--- config.mk ---
export PLATFORM = sky130hd
export DESIGN_NAME = dmux16_buf
export DESIGN_NICKNAME = d
export VERILOG_FILES = /design/src/rtl/dmux16_buf.sv
export SDC_FILE = /design/constraint.sdc
export NUM_CORES = 1
export LEC_CHECK = 0
export ABC_AREA = 1
export BUFFER_PORTS_ARGS = -buffer_cell sky130_fd_sc_hd__buf_2
export CAP_MARGIN = 20
export CORE_MARGIN = 5
export CORE_UTILIZATION = 25
export CTS_BUF_LIST = sky130_fd_sc_hd__clkbuf_2
export DETAILED_ROUTE_END_ITERATION = 8
export SLEW_MARGIN = 20
export SYNTH_ARGS = -nofsm -noshare
export SYNTH_HDL_FRONTEND = slang
export SYNTH_SLANG_ARGS = --single-unit
--- constraint.sdc ---
create_clock -name clk -period 1 [get_ports clk]
set_input_delay 0.1 -clock clk [delete_from_list [all_inputs] [get_ports clk]]
set_output_delay 0.1 -clock clk [all_outputs]
set_load 0.01 [all_outputs]
--- src/rtl/dmux16_buf.sv ---
// dmux16_buf: 1-to-2 demultiplexer with a one-entry ready/valid buffer per channel.
// The word on `in` is routed to channel a (sel=0) or channel b (sel=1).
// Each channel is a single register slot that can be refilled while it drains.
//
// Ports:
//   clk, rst_n               clock and asynchronous active-low reset
//   in[15:0], sel, in_valid  source word, its destination channel, and its valid flag
//   in_ready                 combinational; the selected channel can take a word this cycle
//   a[15:0], a_valid         channel-a word and valid flag (registered)
//   a_ready                  channel-a sink accepts the word
//   b[15:0], b_valid         channel-b word and valid flag (registered)
//   b_ready                  channel-b sink accepts the word
//   cnt_a, cnt_b [15:0]      completed output transfers per channel; wrap at 16 bits
//                            (present only when DMUX16_BUF_CNT_EN is defined)
// Parameter IDLE_ZERO: 1 -> a/b read 0 while empty; 0 -> a/b keep the last loaded word.
// Optional feature macro: DMUX16_BUF_CNT_EN (adds the transfer counters).
module dmux16_buf #(
    parameter int unsigned IDLE_ZERO = 1
) (
    input  logic        clk,
    input  logic        rst_n,
    input  logic [15:0] in,
    input  logic        sel,
    input  logic        in_valid,
    output logic        in_ready,
    output logic [15:0] a,
    output logic        a_valid,
    input  logic        a_ready,
    output logic [15:0] b,
    output logic        b_valid,
    input  logic        b_ready
`ifdef DMUX16_BUF_CNT_EN
    ,
    output logic [15:0] cnt_a,
    output logic [15:0] cnt_b
`endif
);

    localparam int unsigned DATA_W = 16;
    localparam bit CLR_ON_EMPTY = (IDLE_ZERO != 0);

    typedef enum logic {
        EMPTY = 1'b0,
        FULL  = 1'b1
    } state_t;

    state_t a_state, a_state_nxt;
    state_t b_state, b_state_nxt;
    logic [DATA_W-1:0] a_data, b_data;
    logic a_load, b_load, a_drain, b_drain;

    // Valid flags come straight from the state registers.
    assign a_valid = (a_state == FULL);
    assign b_valid = (b_state == FULL);
    assign a = a_data;
    assign b = b_data;

    // Only the selected channel gates the source; the other may stall freely.
    assign in_ready = sel ? (!b_valid || b_ready) : (!a_valid || a_ready);

    assign a_load  = in_valid && in_ready && !sel;
    assign b_load  = in_valid && in_ready &&  sel;
    assign a_drain = a_valid && a_ready;
    assign b_drain = b_valid && b_ready;

    // Channel state registers.
    always_ff @(posedge clk or negedge rst_n) begin
        if (!rst_n) begin
            a_state <= EMPTY;
            b_state <= EMPTY;
        end else begin
            a_state <= a_state_nxt;
            b_state <= b_state_nxt;
        end
    end

    // Next-state: a load always leaves the slot full; a drain alone empties it.
    always_comb begin
        a_state_nxt = a_state;
        b_state_nxt = b_state;
        case (a_state)
            EMPTY:   if (a_load) a_state_nxt = FULL;
            FULL:    if (a_drain && !a_load) a_state_nxt = EMPTY;
            default: a_state_nxt = EMPTY;
        endcase
        case (b_state)
            EMPTY:   if (b_load) b_state_nxt = FULL;
            FULL:    if (b_drain && !b_load) b_state_nxt = EMPTY;
            default: b_state_nxt = EMPTY;
        endcase
    end

    // Data slots; when IDLE_ZERO is set a slot is cleared as it goes empty.
    always_ff @(posedge clk or negedge rst_n) begin
        if (!rst_n) begin
            a_data <= '0;
            b_data <= '0;
        end else begin
            if (a_load)
                a_data <= in;
            else if (a_drain && CLR_ON_EMPTY)
                a_data <= '0;
            if (b_load)
                b_data <= in;
            else if (b_drain && CLR_ON_EMPTY)
                b_data <= '0;
        end
    end

`ifdef DMUX16_BUF_CNT_EN
    // Output transfer counters; natural 16-bit wrap.
    always_ff @(posedge clk or negedge rst_n) begin
        if (!rst_n) begin
            cnt_a <= '0;
            cnt_b <= '0;
        end else begin
            if (a_drain) cnt_a <= cnt_a + 16'd1;
            if (b_drain) cnt_b <= cnt_b + 16'd1;
        end
    end
`endif

endmodule

### Yosys cells after proc, flatten, opt, wreduce, memory -nomap -nowiden

Index checks and enable logic that the tools add are counted.

| word-level totals | value |
|---|---|
| flip-flop bits (word level) | 34 |
| bits in latches | 0 |
| RAM bits | 0 |
| memory bits (read-only) | 0 |
| input bits | 22 |
| output and inout port bits | 35 |
| word-level logic and storage cells | 33 |
| memories kept | 0 |

| operators by class | value |
|---|---|
| add/subtract/negate cells | 0 |
| multiply operators | 0 |
| div/mod/pow operators | 0 |
| magnitude comparators | 0 |
| eq/ne operators | 0 |
| shift operators | 0 |
| multiplexer cells | 11 |
| bitwise gates (word level) | 2 |
| reductions and logical operators | 16 |

Operators by type and width:

| cell | count |
|---|---|
| 16-bit 2-to-1 mux | 4 |
| 1-bit logical AND | 7 |
| 1-bit logical NOT | 5 |
| 1-bit 2-to-1 mux | 5 |
| 1-bit one-hot mux with 2 select lines | 2 |
| 2-bit nonzero test | 2 |
| 1-bit logical OR | 2 |
| 1-bit NOT | 2 |

### Depth between registers and ports, before layout

| depth | value |
|---|---|
| word-level depth | 9 |
| depth in mapped cells | 6 |

### Least setup slack after synthesis

Ideal clock, no wire load.

| path | value |
|---|---|
| path type | register -> register |
| start point | reg a_state (netlist: a_valid) |
| end point | reg a_data[10] (netlist: a[10]) |
| library setup time | 0.117 ns |
| data arrival time | 0.923 ns |
| setup slack | -0.040 ns |
| cell stages (with the launch flop) | 6 |
| period minus slack after synthesis | 1.040 ns |
| cell sequence | dfrtp_1 nand2_4 nand3_4 buf_12 nand3_2 nand2_1 |

| on the way | value |
|---|---|
| cells in the longest elaborated chain, start to end | 6 |
| elaborated cells on any way between the ends | 8 |
| classes of those cells | mux (2); reduce/logical (6) |

RTL lines:

| what | line | source |
|---|---|---|
| start, declared | 47 | `state_t a_state, a_state_nxt;` |
| start signal, assigned | 72 | `a_state <= a_state_nxt;` |
| 1-bit logical NOT | 59 | `assign in_ready = sel ? (!b_valid \|\| b_ready) : (!a_valid \|\| a_ready);` |
| 1-bit logical OR | 59 |  |
| 1-bit 2-to-1 mux | 59 |  |
| 1-bit logical AND (2 in a row) | 61 | `assign a_load = in_valid && in_ready && !sel;` |
| 16-bit 2-to-1 mux / 2-bit nonzero test (equally long branches) | n/a |  |
| end signal, assigned | 100 | `a_data <= in;` |
| end, declared | 49 | `logic [DATA_W-1:0] a_data, b_data;` |

Parallel ways exist; a longest one is shown, timed or not.
A chain may end at the register's enable or synchronous reset.

### Worst setup path after layout

| path | value |
|---|---|
| start point | reg b_state (netlist: b_valid) |
| end point | out in_ready |

| on the way | value |
|---|---|
| cells in the longest elaborated chain, start to end | 3 |

RTL lines:

| what | line | source |
|---|---|---|
| start, declared | 48 | `state_t b_state, b_state_nxt;` |
| start signal, assigned | 73 | `b_state <= b_state_nxt;` |
| 1-bit logical NOT | 59 |  |
| 1-bit logical OR | 59 |  |
| 1-bit 2-to-1 mux | 59 |  |
| end, declared | 25 | `output logic in_ready,` |

No other way between the ends.

==> impl_results.md <==
- WL met3: approximately 250 µm
- YS warnings: 0
- CTS Buf Count: 5
- Grt total ovfl: 0
- Post-Syn Area: 0.00158 mm²
- Finish-stage setup viols: 69
- Critical Path Max Stage Delay: 450 ps
- R2R cell count: 5
- # nets final: 299
- Number of global-route vias before repair: 1552
- Number of fill cells: roughly 630
- Synth unique cells: 13
- Met2 WL: about 2.5 mm
- Rel. slew slack: 0.741
- Vias: 1658
- P_leak: approximately 0.0014 µW
- Critical-path cell list: nand2_4 > nand2_1 > nand2_1 > buf_2
- Layout area overhead: 68.4%
- Sequential cell area: 851 µm²
- Post-Syn Instances: approximately 160
- Synthesized Nets: 179
- Largest cells by area after synthesis: dfrtp_1, nand4_1, nand2_1
- N_diodes: 0
- WL/cell: between 10 and 15 µm
- CTS clk-pin slew, worst paths: ~160 ps
- MaxCap Viol Count: 0
- PortBufs: 56
- Hold Path Class: input port to flop
- RSZ-0062 raised after global routing: yes
- Initial antenna violation count: 0
- Max Slew Vio Count: 0
- Critical Path RT: 900 ps
- Layout cell share with drive strength beyond 1: 0.498
- Yosys reg bits: 34
- Crit path top cell by count: nand2_1
- Delay-heaviest family, CP: flip-flops
- Final wirelength: 5.12 mm
- Final Critical Period: 1290 ps
- Row Count: 29
- Share of the synthesized area in the top cell type: 0.538
- Dpl ws: -33.8 ps
- Arr. time, crit path: 1190 ps
- Failing checks: setup timing
- Hold depth: 5
- Mapped Avg Cell Area: ~10 µm²
- CTS Root Cell: clkbuf_2
- Top Metal Used: met4
- GRT Util Overall: 0.127
- Die area: 0.00802 mm²
- M1 WL: 2.31 mm
- Status: finished with violations
- Clock Path Buffers: 2
- Latest clock arrival within the worst-skew pair: between 300 and 400 ps
- Max Clk Rate: 0.775 GHz
- Startpoint Class: flop
- CP Depth: 4
- Core ar.: 0.00624 mm²
- Area of the multi-input gates: 704 µm²
- Tcrit/Tclk final: 1.29
- Buf+Inv Stages, Crit Path: 1
- First-pass GRT wire length: a little under 8 mm
- Placer congestion estimate: 0.753
- Largest area contributor in the netlist: dfrtp_1
- Utilization after layout: 0.427
- WS Path Type: flop to output pin
- Die Ht: 89.6 µm
- PD cells: 1340 mW/mm²
- CTS tree: done
- Clock sinks: 34
- Seq/Total Area, Yosys: 0.538
- Max FO, Critical Path: 2
- Avg Vias per Cell: approximately 4.7
- Max rail drop VDD: ~0.00065 V
- Detailed router's first-iteration violation count: a little over 70
- Fin worst setup slack: -291 ps
- Post-Place Cells: ~290
- Starting density of the core: 0.254
- DRC: 0
- Commonest non-fill, non-tap cell in the layout: buf_2
- Die width: between 80 and 90 µm
- Final-report hold violation count: 0
- H-tree depth: 2
- Fin cells: ~350
- Clock skew: 10.7 ps
- Worst-margin pin slew: a little under 400 ps
- Top Ports: 57
- Most frequent cells in the layout: buf_2, buf_4, nand2_1, dfrtp_1, nand4_1
- Pin count of the biggest net entering global routing: 35
- Final ANT Viol Nets: 0
- Final HPWL DP: 3.20 mm
- Crit. End Element: output pin
- First-pass iteration count of the detailed router: 4
- Slowest-stage cell, CP: dfrtp_1
[worst reg2reg max path, stage by stage, from the launching register on]
cell and delay (ps):
dfrtp_1 450, nand2_4 70, buf_4 170, nand3_2 200
nand3_1 130, nand2_1 60
[Yosys cell counts]
cell / instances
buf_12: 1
buf_4: 2
nand3_2: 9
buf_2: 7
nand3_4: 2
buf_6: 3
dfrtp_1: 34
nand2_4: 2
nand4_1: 32
nand3_1: 23
inv_8: 1
inv_1: 2
nand2_1: 39
[state kept, by name (all words and copies together), names as in the netlist]
| signal | cells |
|---|---|
| a | 16 |
| a_valid | 1 |
| b | 16 |
| b_valid | 1 |
[path summary, 6_finish.rpt]
kind	from	end	slack [ps]
worst max-delay path	b_valid	in_ready	-290
worst min register to register	b[5]	b[5]	520
worst min-delay path	b_ready	b[4]	160
min in group asynchronous	rst_n	a[6]	210
worst max register to register	b_valid	b[12]	-180
max in group asynchronous	rst_n	a_valid	620
[layer usage]
layer | vias up | global-route usage
li1 | 810 | -
met1 | 787 | 0.172
met2 | 51 | 0.195
met3 | 10 | 0.0356
met4 | 0 | 0.0406
met5 | - | 0
[cell families after synthesis]
| family | Yosys count | share of synthesized area |
|---|---|---|
| flops | 34 | 0.538 |
| buf+inv | 16 | 0.0775 |
| simple gates | 107 | 0.385 |
[power by group]
group / total, µW / switching, µW / internal [µW]
Clock: 616 / 434 / 182
Combinational: 1280 / 593 / 688
Sequential: 1670 / 111 / 1550
[area by class of cell]
| cell class | instances | share of cell area |
|---|---|---|
| sequential | 34 | 0.319 |
| clock buffer | 7 | 0.0131 |
| tap | 77 | 0.0362 |
| inverter | 3 | 0.00704 |
| multi-input combinational | 111 | 0.264 |
| timing repair buffer | 122 | 0.360 |
[timing repair]
| item | CTS | global route |
|---|---|---|
| endpoints found under the setup margin | 62 | 69 |
| gates resized for setup | 12 | 17 |
| endpoints found under the hold margin | 64 | 0 |
| hold buffers | 17 | 0 |
| cloned | 2 | 5 |
| pin swaps | 5 | 7 |
| buffers inserted | 25 | 12 |
[stage by stage]
| stage | total power, µW | hold WS (ps) | cell area (µm²) | setup TNS (ps) |
|---|---|---|---|---|
| 2_1_floorplan | 2130 | -196 | 1610 | -466 |
| 3_3_place_gp | 2510 | 74.7 | 2000 | -28.9 |
| 3_5_place_dp | 2520 | 78.4 | 2000 | -295 |
| 4_1_cts | 3420 | 86.5 | 2460 | -5750 |
| 5_1_grt | 3780 | 142 | 2670 | -9440 |
| 6_report | 3560 | 159 | 2670 | -5110 |
(Power assumes the default switching activity.)
